`config.mk`:
```
export PLATFORM = sky130hd
export DESIGN_NAME = pio_reg_slave
export DESIGN_NICKNAME = d
export VERILOG_FILES = /design/src/rtl/pio_pkg.sv /design/src/rtl/pio_clk_div.sv /design/src/rtl/pio_reg_slave.sv
export SDC_FILE = /design/constraint.sdc
export NUM_CORES = 1
export LEC_CHECK = 0
export ABC_AREA = 1
export BUFFER_PORTS_ARGS = -buffer_cell sky130_fd_sc_hd__clkbuf_2
export CORE_MARGIN = 2
export CORE_UTILIZATION = 50
export DETAILED_ROUTE_END_ITERATION = 10
export PLACE_DENSITY = 0.82
export SLEW_MARGIN = 20
export SYNTH_ARGS = -nofsm -noshare
export SYNTH_HDL_FRONTEND = slang
export SYNTH_SLANG_ARGS = --single-unit
```
`constraint.sdc`:
```
create_clock -name clk -period 5.9 [get_ports clk]
set_input_delay 1.18 -clock clk [delete_from_list [all_inputs] [get_ports clk]]
set_output_delay 1.18 -clock clk [all_outputs]
set_load 0.01 [all_outputs]
```
`src/rtl/pio_pkg.sv`:
```
// rtl/pio_pkg.sv - shared PIO bus types and constants
package pio_pkg;

  localparam int unsigned PIO_W = 32;

  typedef logic [PIO_W-1:0] pio_word_t;

  typedef enum logic [2:0] {
    IDLE,
    WDATA,
    ACCESS,
    RESP,
    DRAIN
  } pio_slv_state_t;

  // Read data returned when the local register never answers
  localparam pio_word_t PIO_TIMEOUT_DATA = '1;

endpackage

```
`src/rtl/pio_clk_div.sv`:
```
// rtl/pio_clk_div.sv - free-running divided-clock sample strobe
module pio_clk_div #(
  parameter int unsigned CLK_DIV = 4
) (
  input  logic clk,
  input  logic rst,
  output logic clk_div
);

  localparam int unsigned CW = (CLK_DIV > 1) ? $clog2(CLK_DIV) : 1;
  localparam logic [CW-1:0] LAST = CW'(CLK_DIV - 1);

  logic [CW-1:0] div_cnt_q, div_cnt_d;
  logic          clk_div_q;

  // Wrap the counter after its last phase
  always_comb begin
    div_cnt_d = (div_cnt_q == LAST) ? '0 : div_cnt_q + CW'(1);
  end

  // Strobe is registered so it is high in the same cycle the counter sits on its last phase
  always_ff @(posedge clk or posedge rst) begin
    if (rst) begin
      div_cnt_q <= '0;
      clk_div_q <= 1'b0;
    end else begin
      div_cnt_q <= div_cnt_d;
      clk_div_q <= (div_cnt_d == LAST);
    end
  end

  assign clk_div = clk_div_q;

endmodule

```
`src/rtl/pio_reg_slave.sv`:
```
// rtl/pio_reg_slave.sv - PIO bus endpoint bridging to a local register port
module pio_reg_slave
  import pio_pkg::*;
#(
  parameter int unsigned           PIO_NBITS = PIO_W,
  parameter int unsigned           CLK_DIV   = 4,
  parameter logic [PIO_NBITS-1:0]  BASE_ADDR = 32'h0001_0000,
  parameter logic [PIO_NBITS-1:0]  BASE_MASK = 32'hFFFF_0000,
  parameter int unsigned           REG_AW    = 8,
  parameter int unsigned           TIMEOUT   = 64
) (
  input  logic                 clk,
  input  logic                 rst,
  input  logic                 pio_start,
  input  logic                 pio_rw,
  input  logic [PIO_NBITS-1:0] pio_addr_wdata,
  output logic                 clk_div,
  output logic                 pio_ack,
  output logic                 pio_rvalid,
  output logic [PIO_NBITS-1:0] pio_rdata,
  output logic                 reg_req,
  output logic                 reg_wr,
  output logic [REG_AW-1:0]    reg_addr,
  output logic [PIO_NBITS-1:0] reg_wdata,
  input  logic [PIO_NBITS-1:0] reg_rdata,
  input  logic                 reg_rdy,
  output logic                 pio_err,
  output logic                 pio_drop
);

  localparam int unsigned TW = (TIMEOUT > 1) ? $clog2(TIMEOUT) : 1;
  localparam logic [TW-1:0] TO_LAST = TW'(TIMEOUT - 1);

  pio_slv_state_t         state_q;
  logic                   reg_req_q, reg_wr_q;
  logic [REG_AW-1:0]      reg_addr_q;
  logic [PIO_NBITS-1:0]   reg_wdata_q, pio_rdata_q;
  logic                   pio_ack_q, pio_rvalid_q, pio_err_q, pio_drop_q;
  logic [TW-1:0]          to_cnt_q;
  logic                   addr_hit;
  logic                   strobe;

  pio_clk_div #(.CLK_DIV(CLK_DIV)) u_clk_div (
    .clk     (clk),
    .rst     (rst),
    .clk_div (strobe)
  );

  assign addr_hit = (pio_addr_wdata & BASE_MASK) == (BASE_ADDR & BASE_MASK);

  // Transaction FSM; every output is a register so the master sees clean levels
  always_ff @(posedge clk or posedge rst) begin
    if (rst) begin
      state_q      <= IDLE;
      reg_req_q    <= 1'b0;
      reg_wr_q     <= 1'b0;
      reg_addr_q   <= '0;
      reg_wdata_q  <= '0;
      pio_rdata_q  <= '0;
      pio_ack_q    <= 1'b0;
      pio_rvalid_q <= 1'b0;
      pio_err_q    <= 1'b0;
      pio_drop_q   <= 1'b0;
      to_cnt_q     <= '0;
    end else begin
      pio_drop_q <= 1'b0;
      unique case (state_q)
        IDLE: begin
          if (pio_start && addr_hit) begin
            reg_wr_q   <= pio_rw;
            reg_addr_q <= pio_addr_wdata[REG_AW+1:2];
            if (pio_rw) begin
              state_q <= WDATA;
            end else begin
              state_q   <= ACCESS;
              reg_req_q <= 1'b1;
              to_cnt_q  <= '0;
            end
          end
        end
        WDATA: begin
          // A write without its data cycle is malformed and dropped silently
          if (pio_start) begin
            reg_wdata_q <= pio_addr_wdata;
            reg_req_q   <= 1'b1;
            to_cnt_q    <= '0;
            state_q     <= ACCESS;
          end else begin
            state_q <= IDLE;
          end
        end
        ACCESS: begin
          pio_drop_q <= pio_start;
          // A late reg_rdy on the final timeout cycle still counts as a real completion
          if (reg_rdy) begin
            reg_req_q <= 1'b0;
            state_q   <= RESP;
            if (reg_wr_q) begin
              pio_ack_q <= 1'b1;
            end else begin
              pio_rdata_q  <= reg_rdata;
              pio_rvalid_q <= 1'b1;
            end
          end else if (to_cnt_q == TO_LAST) begin
            reg_req_q <= 1'b0;
            pio_err_q <= 1'b1;
            state_q   <= RESP;
            if (reg_wr_q) begin
              pio_ack_q <= 1'b1;
            end else begin
              pio_rdata_q  <= '1;
              pio_rvalid_q <= 1'b1;
            end
          end else begin
            to_cnt_q <= to_cnt_q + TW'(1);
          end
        end
        RESP: begin
          pio_drop_q <= pio_start;
          if (strobe) begin
            pio_ack_q    <= 1'b0;
            pio_rvalid_q <= 1'b0;
            state_q      <= DRAIN;
          end
        end
        DRAIN: begin
          // One full strobe of low levels before the slave can respond again
          pio_drop_q <= pio_start;
          if (strobe) begin
            state_q <= IDLE;
          end
        end
        default: state_q <= IDLE;
      endcase
    end
  end

  assign clk_div    = strobe;
  assign pio_ack    = pio_ack_q;
  assign pio_rvalid = pio_rvalid_q;
  assign pio_rdata  = pio_rdata_q;
  assign reg_req    = reg_req_q;
  assign reg_wr     = reg_wr_q;
  assign reg_addr   = reg_addr_q;
  assign reg_wdata  = reg_wdata_q;
  assign pio_err    = pio_err_q;
  assign pio_drop   = pio_drop_q;

endmodule

```
==> qor.csv, run 1 <==
metric,value,unit
Yosys Warn Count,0,
syn nets,464,
"Hold-fix buffers, CTS",0,
number of global-route vias before repair,2987,
nets@finish,607,
total negative slack,0,ns
placed instance area,4600,um^2
Post-CTS Setup Inserts,0,
Synth Cell Area,3830,um^2
DR vias,3111,
TritonCTS clock tree,done,
CTS Buf Count,9,
DRC,0,
die width,91.5,um
switching share of power,38.8,%
H-tree Lvls,3,
Startpoint Class,input port,
post-synthesis sequential area ratio,58.8,%
IO Pins,148,
min-delay worst type,reg -> reg,
synth top area cells,"dfrtp_1 (59%), nand2_1 (9.4%), mux2_2 (5.0%)",
Worst path slowest cell,nand3_2,
DR pass1 iterations,4,
"area leader, netlist",dfrtp_1,
FP Rows,31,
Final Max Tran Viols,0,
Place WS,2.79,ns
clock skew,0.0192,ns
Psw,935,uW
Hold Fails Final Rpt,0,
Clock transition at path regs,0.08,ns
Yosys cell types,25,
grt ovf,0,
final core occ,65.6,%
Final min period,2.76,ns
sequential power share,41.2,%
Max Buffers Root-to-Sink,2,
fmax,363,MHz
fraction of registers with async set or reset after synthesis,100,%
Antenna Cells,0,
final WL,8510,um
largest net degree at the start of global routing,66,
Clock Tree Root,clkbuf_8,
initial antenna violation count,0,
# resized after CTS,0,
worst setup margin,3.14,ns
Synth top area share,58.8,%
Area growth syn-to-layout,25.7,%
global-route wire length before repair,14100,um
Die Area,8370,um^2
Logic pwr share,40.7,%
Mean Syn Cell Area,9.76,um^2
"Top FF cell, synth",dfrtp_1,
total power,2.41,mW
GRT Total Usage,21.1,%
hold_ws,0.466,ns
status,"complete, no violations",
"Period Utilization, post-route",46.7,%
Final ANT Viol Nets,0,
crit-path cells,"clkbuf_2, nand3_2, nand3_1, nand3_1, nand2_1, nand2_1",
vias per cell,4.87,
"top cells by count, synth","nand2_1 (96), dfrtp_1 (90), nor2_1 (50)",
CP Max Fanout,48,
crit path DAT,2.98,ns
Layout Cells excl Fill,639,
Post-synth EDFFs,0,
share of cells above drive strength 1,39.4,%
Clock Sinks,90,
Initial Util,52.2,%
number of synthesized register bits,90,
core area,7330,um^2
crit end category,flop,
I/O Buffers,147,
Die Y,91.5,um
Placed Cells incl. Taps,623,
Wirelength per Cell,13.3,um
Final setup viols,0,
peak per-stage delay on the critical path,0.68,ns
Static Leak,2.65,nW
P per Cell Area,501,nW/um^2
HPWL after detailed placement,6170,um
Max-Cap Viols,0,
RSZ-0062 raised after global routing,no,
Placer Congestion,0.840,
peak supply drop,0.302,mV
Slew Limit Headroom,34.9,%
CP required,6.13,ns
Clock power frac,18.1,%
Int Power,1.47,mW
Syn Inst Count,392,
Slew @ Worst Pin,0.975,ns
Clock Latency Late Sink,0.35,ns
crit path kind,in -> reg,
initial drt markers,201,
top-count cell post-synth,nand2_1,
post-layout instance area,4810,um^2
final timing paths:
kind	start	endpoint	slack [ns]	depth (start not counted)
max	pio_start	to_cnt_q[4]	3.14	6
min	u_clk_div.div_cnt_q[0]	u_clk_div.div_cnt_q[0]	0.47	1
max reg2reg	to_cnt_q[0]	pio_rdata[9]	3.40	8
min reg2reg	u_clk_div.div_cnt_q[0]	u_clk_div.div_cnt_q[0]	0.47	1
max in group asynchronous	rst	to_cnt_q[4]	3.94	3
min in group asynchronous	rst	pio_rdata[28]	0.85	2
cells in the final DEF, fill, tap and decap left out, drive strengths merged, types with 2 or more instances in the layout:
cell type / instances
clkbuf: 158
nand2: 97
dfrtp: 90
o21ai: 58
nor2: 52
inv: 31
mux2: 17
nand3: 15
nand4: 7
ha: 3
clkinv: 3
xor2: 2
cell type report:
cell class              count  area (um^2)
inverters                  31          118
fillers                   609         2520
repair buffers            148          743
well taps                  99          124
clock buffers              11          151
flip-flops and latches     90         2250
multi-input cells         255         1360
clock inverters             5         60.1
power by group through the flow:
stage / sequential, mW / clock [mW] / combinational, mW
2_1_floorplan: 1.09 / 0 / 0.579
3_3_place_gp: 0.990 / 0 / 0.961
3_5_place_dp: 1.00 / 0 / 0.993
4_1_cts: 0.993 / 0.442 / 0.996
5_1_grt: 1.02 / 0.472 / 1.09
6_report: 0.993 / 0.435 / 0.981
critical path: cells and delay by family:
family / cells / cell delay, ns
simple gates: 5 / 1.68
buf+inv: 1 / 0.11
cell families (layout without fill, tap and decap cells):
group | after synthesis | count (layout) | share of synthesized area, %
simple gates | 172 | 172 | 18.6
flops | 90 | 90 | 58.8
compound gates | 60 | 60 | 9.97
buf+inv | 47 | 195 | 5.88
mux | 17 | 17 | 5.00
fa+ha+maj | 3 | 3 | 0.981
xor+xnor | 3 | 3 | 0.687
sequential cells by signal, indices dropped and copies added, names as in the netlist, 2 cells and up:
signal and cells:
pio_rdata 32, reg_addr 8, reg_wdata 32, state_q 3, to_cnt_q 6, u_clk_div.div_cnt_q 2
layer usage:
metal  track usage [%]  part of all wire [%]
met5                 0                     0
met4              10.2                   2.9
met3              3.65                   3.7
met2              35.1                    53
met1              26.8                    41
Note: power is estimated with default switching activity, not from simulation.
==> inputs of run 2 (changes only) <==
--- a/config.mk
+++ b/config.mk
@@ -5,12 +5,12 @@
 export SDC_FILE = /design/constraint.sdc
 export NUM_CORES = 1
 export LEC_CHECK = 0
-export ABC_AREA = 1
+export ABC_AREA = 0
 export BUFFER_PORTS_ARGS = -buffer_cell sky130_fd_sc_hd__clkbuf_2
 export CORE_MARGIN = 2
-export CORE_UTILIZATION = 50
+export CORE_UTILIZATION = 49
 export DETAILED_ROUTE_END_ITERATION = 10
-export PLACE_DENSITY = 0.82
+export PLACE_DENSITY = 0.8
 export SLEW_MARGIN = 20
 export SYNTH_ARGS = -nofsm -noshare
 export SYNTH_HDL_FRONTEND = slang
==> constraint.sdc (replaced) <==
create_clock -name clk -period 2.6 [get_ports clk]
set_input_delay 0.52 -clock clk [delete_from_list [all_inputs] [get_ports clk]]
set_output_delay 0.52 -clock clk [all_outputs]
set_load 0.01 [all_outputs]
==> run 2 against run 1 <==
Routed wire length is 6.2% lower. Largest cell class unchanged. Combinational power is 78% lower. Via count is 6.2% lower. Synthesized area is 2.3% higher. Setup slack worse by 2.7 ns. Global-route usage is 2.4 points lower. Highest routed layer unchanged. Sequential share of layout area is 1.2 points lower.
==> qor.csv, run 2 <==
metric,value,unit,change
status,"complete, no violations",,
Die Area,8720,um^2,+4.2%
Clock transition at path regs,0.09,ns,about the same
min-delay worst type,in -> async,,
crit path kind,reg -> reg,,
final WL,7990,um,-6.2%
top-count cell post-synth,dfrtp_1,,
post-synthesis sequential area ratio,57.5,%,-1.3 points
clock skew,0.0129,ns,-0.00634 ns
initial antenna violation count,0,,unchanged
Final setup viols,0,,unchanged
# resized after CTS,0,,unchanged
crit path DAT,2.44,ns,-0.54 ns
Startpoint Class,flop,,
Max-Cap Viols,0,,unchanged
DRC,0,,unchanged
DR pass1 iterations,4,,unchanged
CP required,2.83,ns,-3.30 ns
final core occ,64.0,%,-1.7 points
"commonest cells after routing, fill and taps aside","clkbuf_2 (147), dfrtp_1 (90), nand2_1 (43), mux2_2 (42), nor2b_1 (34)",,
Wirelength per Cell,13.9,um,+4.3%
Final ANT Viol Nets,0,,unchanged
P per Cell Area,536,nW/um^2,+7.1%
I/O Buffers,147,,unchanged
synth top area cells,"dfrtp_1 (58%), mux2_2 (12%), o21ai_2 (6.3%)",,
Clock Tree Root,clkbuf_8,,
"Hold-fix buffers, CTS",0,,unchanged
Final min period,2.20,ns,
global-route wire length before repair,13100,um,-7.2%
Area growth syn-to-layout,26.3,%,
syn nets,393,,-15%
Initial Util,50.6,%,-1.6 points
number of synthesized register bits,90,,unchanged
largest net degree at the start of global routing,91,,+38%
Antenna Cells,0,,unchanged
"top cells by count, synth","dfrtp_1 (90), nand2_1 (43), mux2_2 (42)",,
initial drt markers,111,,-45%
Hold Fails Final Rpt,0,,unchanged
die width,93.4,um,+2.1%
Synth top area share,57.5,%,-1.3 points
Syn Inst Count,321,,-18%
core area,7730,um^2,+5.4%
Slew @ Worst Pin,0.592,ns,-0.382 ns
nets@finish,540,,-11%
TritonCTS clock tree,done,,
peak supply drop,0.283,mV,-6.3%
CP Max Fanout,7,,-85%
"Period Utilization, post-route",84.7,%,
RSZ-0062 raised after global routing,no,,
H-tree Lvls,3,,unchanged
Die Y,93.4,um,+2.1%
"most common cell after layout, fill and taps aside",clkbuf_2,,
Mean Syn Cell Area,12.2,um^2,+25%
grt ovf,0,,unchanged
Static Leak,2.62,nW,-1.3%
number of global-route vias before repair,2847,,-4.7%
fmax,454,MHz,
crit end category,flop,,
DR vias,2918,,-6.2%
fraction of registers with async set or reset after synthesis,100,%,unchanged
Clock Latency Late Sink,0.34,ns,about the same
"area leader, netlist",dfrtp_1,,
Post-CTS Setup Inserts,0,,unchanged
total negative slack,0,ns,unchanged
GRT Total Usage,18.8,%,-2.4 points
Final Max Tran Viols,0,,unchanged
FP Rows,32,,+3.2%
IO Pins,148,,unchanged
share of cells above drive strength 1,51.8,%,+12 points
CTS Buf Count,9,,unchanged
"Top FF cell, synth",dfrtp_1,,
Slew Limit Headroom,60.3,%,+25 points
Max Buffers Root-to-Sink,2,,unchanged
Yosys cell types,38,,+52%
Synth Cell Area,3910,um^2,+2.3%
Placer Congestion,0.774,,-7.8%
HPWL after detailed placement,5810,um,-5.9%
Yosys Warn Count,0,,unchanged
Post-synth EDFFs,0,,unchanged
vias per cell,5.07,,+4.2%
Clock Sinks,90,,unchanged
run 2: cell count changes in the layout (fill, tap and decap cells not counted), sizes merged, moves of 5 or more:
cell / change
nor2b: +34
mux2: +25
a21oi: +5
nor2: -43
o21ai: -24
nand2: -54
nand4: -7
nand3: -14
buf: +5
inv: -25
run 2: critical path, stage by stage (launching register included):
cell      delay [ns]
dfrtp_1         0.42
ha_1            0.24
and3_1          0.24
a31oi_1         0.50
and4_1          0.34
o211ai_1        0.10
a22o_1          0.26
run 2: final cells by class:
type                            instances  area (um^2)
Timing Repair Buffer                  153          806
Fill cell                             626         2790
Tap cell                              102          128
Inverter                                3         15.0
Multi-Input combinational cell        211         1530
Sequential cell                        90         2250
Clock buffer                            9          124
Clock inverter                          7         83.8
run 2: where the power goes:
group	total [mW]	switching, mW	internal (mW)
Combinational	0.218	0.119	0.0986
Clock	0.981	0.517	0.463
Sequential	1.45	0.0184	1.43
Total	2.65	0.655	1.99
run 2: worst paths after layout:
| check | startpoint | endpoint | slack, ns | cells after the start |
|---|---|---|---|---|
| max | to_cnt_q[0] | to_cnt_q[3] | 0.40 | 6 |
| min | rst | pio_rdata[11] | 0.28 | 3 |
| max reg2reg | to_cnt_q[0] | to_cnt_q[3] | 0.40 | 6 |
| max in group asynchronous | rst | state_q[1] | 1.94 | 3 |
| min reg2reg | u_clk_div.div_cnt_q[0] | u_clk_div.div_cnt_q[0] | 0.47 | 1 |
| min in group clk | pio_addr_wdata[10] | reg_wdata[10] | 0.40 | 2 |
run 2: cell families (layout without fill, tap and decap cells):
group                    after synthesis  count (layout)  synth area share [%]
AND/OR/NAND/NOR                      110             110                  14.7
flip-flops                            90              90                  57.5
AO/OA/AOI/OAI                         56              56                  11.3
multiplexers                          42              42                  12.1
buffers and inverters                 20             172                  3.45
adder cells (fa/ha/maj)                3               3                 0.959
run 2: routing by layer:
layer / track usage (%) / up-vias / wire, um
li1: - / 1415 / -
met1: 24.7 / 1375 / 3480
met2: 30.2 / 124 / 3720
met3: 5.08 / 4 / 718
met4: 6.37 / 0 / 58
met5: 0 / - / 0
run 2: through the flow:
step / instance area (um^2) / total power [mW] / setup slack, ns / std cells / hold slack, ns
4_1_cts: 4940 / 2.69 / 0.424 / 575 / 0.304
3_3_place_gp: 4730 / 1.69 / 0.369 / 559 / 0.437
6_report: 4940 / 2.65 / 0.399 / 575 / 0.281
5_1_grt: 4940 / 2.78 / 0.302 / 575 / 0.324
2_1_floorplan: 3920 / 1.58 / 0.602 / 321 / 0.428
3_5_place_dp: 4730 / 1.70 / 0.291 / 559 / 0.461
==> inputs of run 3 (changes only) <==
==> constraint.sdc (replaced) <==
create_clock -name clk -period 2.1 [get_ports clk]
set_input_delay 0.42 -clock clk [delete_from_list [all_inputs] [get_ports clk]]
set_output_delay 0.42 -clock clk [all_outputs]
set_load 0.01 [all_outputs]
==> run 3 against run 2 <==
Sequential power rose by 24%. Largest power group unchanged. Sequential cell count stayed put. Non-clock buffer count increased by 6. Critical path depth decreased by 1. Cell count rose by 1.0%. Routed wire length is 1.4% higher. First-iteration DRC count fell by 27%. Fmax up 15%. Global-route usage grew 0.48 points. Clock skew grew 0.0017 ns. Worst hold slack got worse by 0.096 ns. Clock-buffer cell count unchanged.
==> qor.csv, run 3 (synthesis results as in run 2) <==
metric,value,unit,change
Post-CTS Setup Inserts,0,,unchanged
Hold Fails Final Rpt,0,,unchanged
crit path kind,reg -> reg,,
Clock transition at path regs,0.10,ns,about the same
worst setup margin,0.183,ns,-0.216 ns
final WL,8100,um,+1.4%
"Hold-fix buffers, CTS",0,,unchanged
Final min period,1.92,ns,-0.284 ns
Clock Latency Late Sink,0.36,ns,+0.02 ns
FP Rows,32,,unchanged
crit-path cells,"or3b_1, or3_2, buf_12, nand2_1, o21ai_2",,
status,"complete, no violations",,
"Period Utilization, post-route",91.3,%,+6.6 points
Max Buffers Root-to-Sink,2,,unchanged
Max-Cap Viols,0,,unchanged
number of global-route vias before repair,2772,,-2.6%
Area growth syn-to-layout,28.3,%,
HPWL after detailed placement,5910,um,+1.8%
CP required,2.33,ns,-0.50 ns
Placed Cells incl. Taps,565,,+1.1%
# resized after CTS,0,,unchanged
Final setup viols,0,,unchanged
initial drt markers,81,,-27%
fmax,522,MHz,+15%
die width,93.4,um,unchanged
nets@finish,546,,+1.1%
vias per cell,5.02,,-1.2%
Final Max Tran Viols,0,,unchanged
Die Y,93.4,um,unchanged
Wirelength per Cell,13.9,um,+0.37%
FF-to-FF setup slack,0.18,ns,-0.22 ns
IO Pins,148,,unchanged
crit path DAT,2.15,ns,-0.29 ns
DR vias,2914,,-0.14%
Slew @ Worst Pin,0.458,ns,-0.134 ns
Place WS,0.0607,ns,-0.231 ns
total power,3.33,mW,+26%
initial antenna violation count,0,,unchanged
Static Leak,2.66,nW,+1.6%
Antenna Cells,0,,unchanged
GRT Total Usage,19.3,%,+0.48 points
peak supply drop,0.390,mV,+38%
P per Cell Area,662,nW/um^2,+24%
Placer Congestion,0.813,,+5.0%
clock skew,0.0146,ns,+0.00171 ns
Die Area,8720,um^2,unchanged
share of cells above drive strength 1,52.4,%,+0.60 points
I/O Buffers,147,,unchanged
DRC,0,,unchanged
grt ovf,0,,unchanged
Slew Limit Headroom,69.0,%,+8.7 points
core area,7730,um^2,unchanged
global-route wire length before repair,13100,um,about the same
final core occ,65.0,%,+1.0 points
"commonest cells after routing, fill and taps aside","clkbuf_2 (147), dfrtp_1 (90), nand2_1 (43), mux2_2 (42), nor2b_1 (34)",,
Worst path slowest cell,dfrtp_1,,
DR pass1 iterations,4,,unchanged
RSZ-0062 raised after global routing,no,,
CP Max Fanout,64,,+57
peak per-stage delay on the critical path,0.49,ns,about the same
Final ANT Viol Nets,0,,unchanged
multi-input logic area,1530,um^2,unchanged
crit end category,flop,,
largest net degree at the start of global routing,91,,unchanged
Layout Cells excl Fill,581,,+1.0%
H-tree Lvls,3,,unchanged
Fillers,636,,+1.6%
min-delay worst type,in -> async,,
"most common cell after layout, fill and taps aside",clkbuf_2,,
Clock Tree Root,clkbuf_8,,
CTS Buf Count,9,,unchanged
Seq. cell area,2250,um^2,unchanged
Initial Util,50.6,%,unchanged
Startpoint Class,flop,,
TritonCTS clock tree,done,,
total negative slack,0,ns,unchanged
Clock Sinks,90,,unchanged
-- run 3: path summary, 6_finish.rpt --
| kind | to | cells after the start | startpoint |
|---|---|---|---|
| hold reg to reg | u_clk_div.div_cnt_q[0] | 1 | u_clk_div.div_cnt_q[0] |
| min in group clk | reg_wdata[11] | 2 | pio_addr_wdata[11] |
| setup / recovery | pio_rdata[5] | 5 | state_q[1] |
| setup reg to reg | pio_rdata[5] | 5 | state_q[1] |
| max in group asynchronous | reg_wdata[18] | 3 | rst |
| hold / removal | pio_rdata[15] | 3 | rst |
-- run 3: cell type report --
type                            instances  share of cell area [%]
Tap cell                              102                    2.54
Clock inverter                          7                    1.87
Timing Repair Buffer                  159                    17.4
Inverter                                3                   0.299
Clock buffer                            9                    2.47
Sequential cell                        90                    44.8
Multi-Input combinational cell        211                    30.5
-- run 3: per-stage QoR --
step	hold WS, ns	cell area, um^2
final	0.185	5020
after global routing	0.219	5020
after CTS	0.188	5020
after detailed placement	0.461	4800
after global placement	0.438	4800
after floorplan	0.428	3920
-- run 3: critical path: cells and delay by family, from the launching register on --
family	cells	cell delay, ns
buf+inv	1	0.23
flops	1	0.49
simple gates	3	1.00
compound gates	1	0.05
-- run 3: report_power, final --
group / leakage, nW / switching, mW / internal, mW / total (mW)
Combinational: 1.37 / 0.149 / 0.124 / 0.273
Clock: 0.107 / 0.674 / 0.583 / 1.26
Sequential: 1.19 / 0.0224 / 1.77 / 1.80
Total: 2.66 / 0.845 / 2.48 / 3.33
-- run 3: per-layer routing --
layer	GRT usage [%]	routed length (um)	part of all wire, %
met3	5.00	683	8.4
met2	30.3	3780	47
met5	0	0	0
met1	25.3	3500	43
met4	8.09	132	1.6
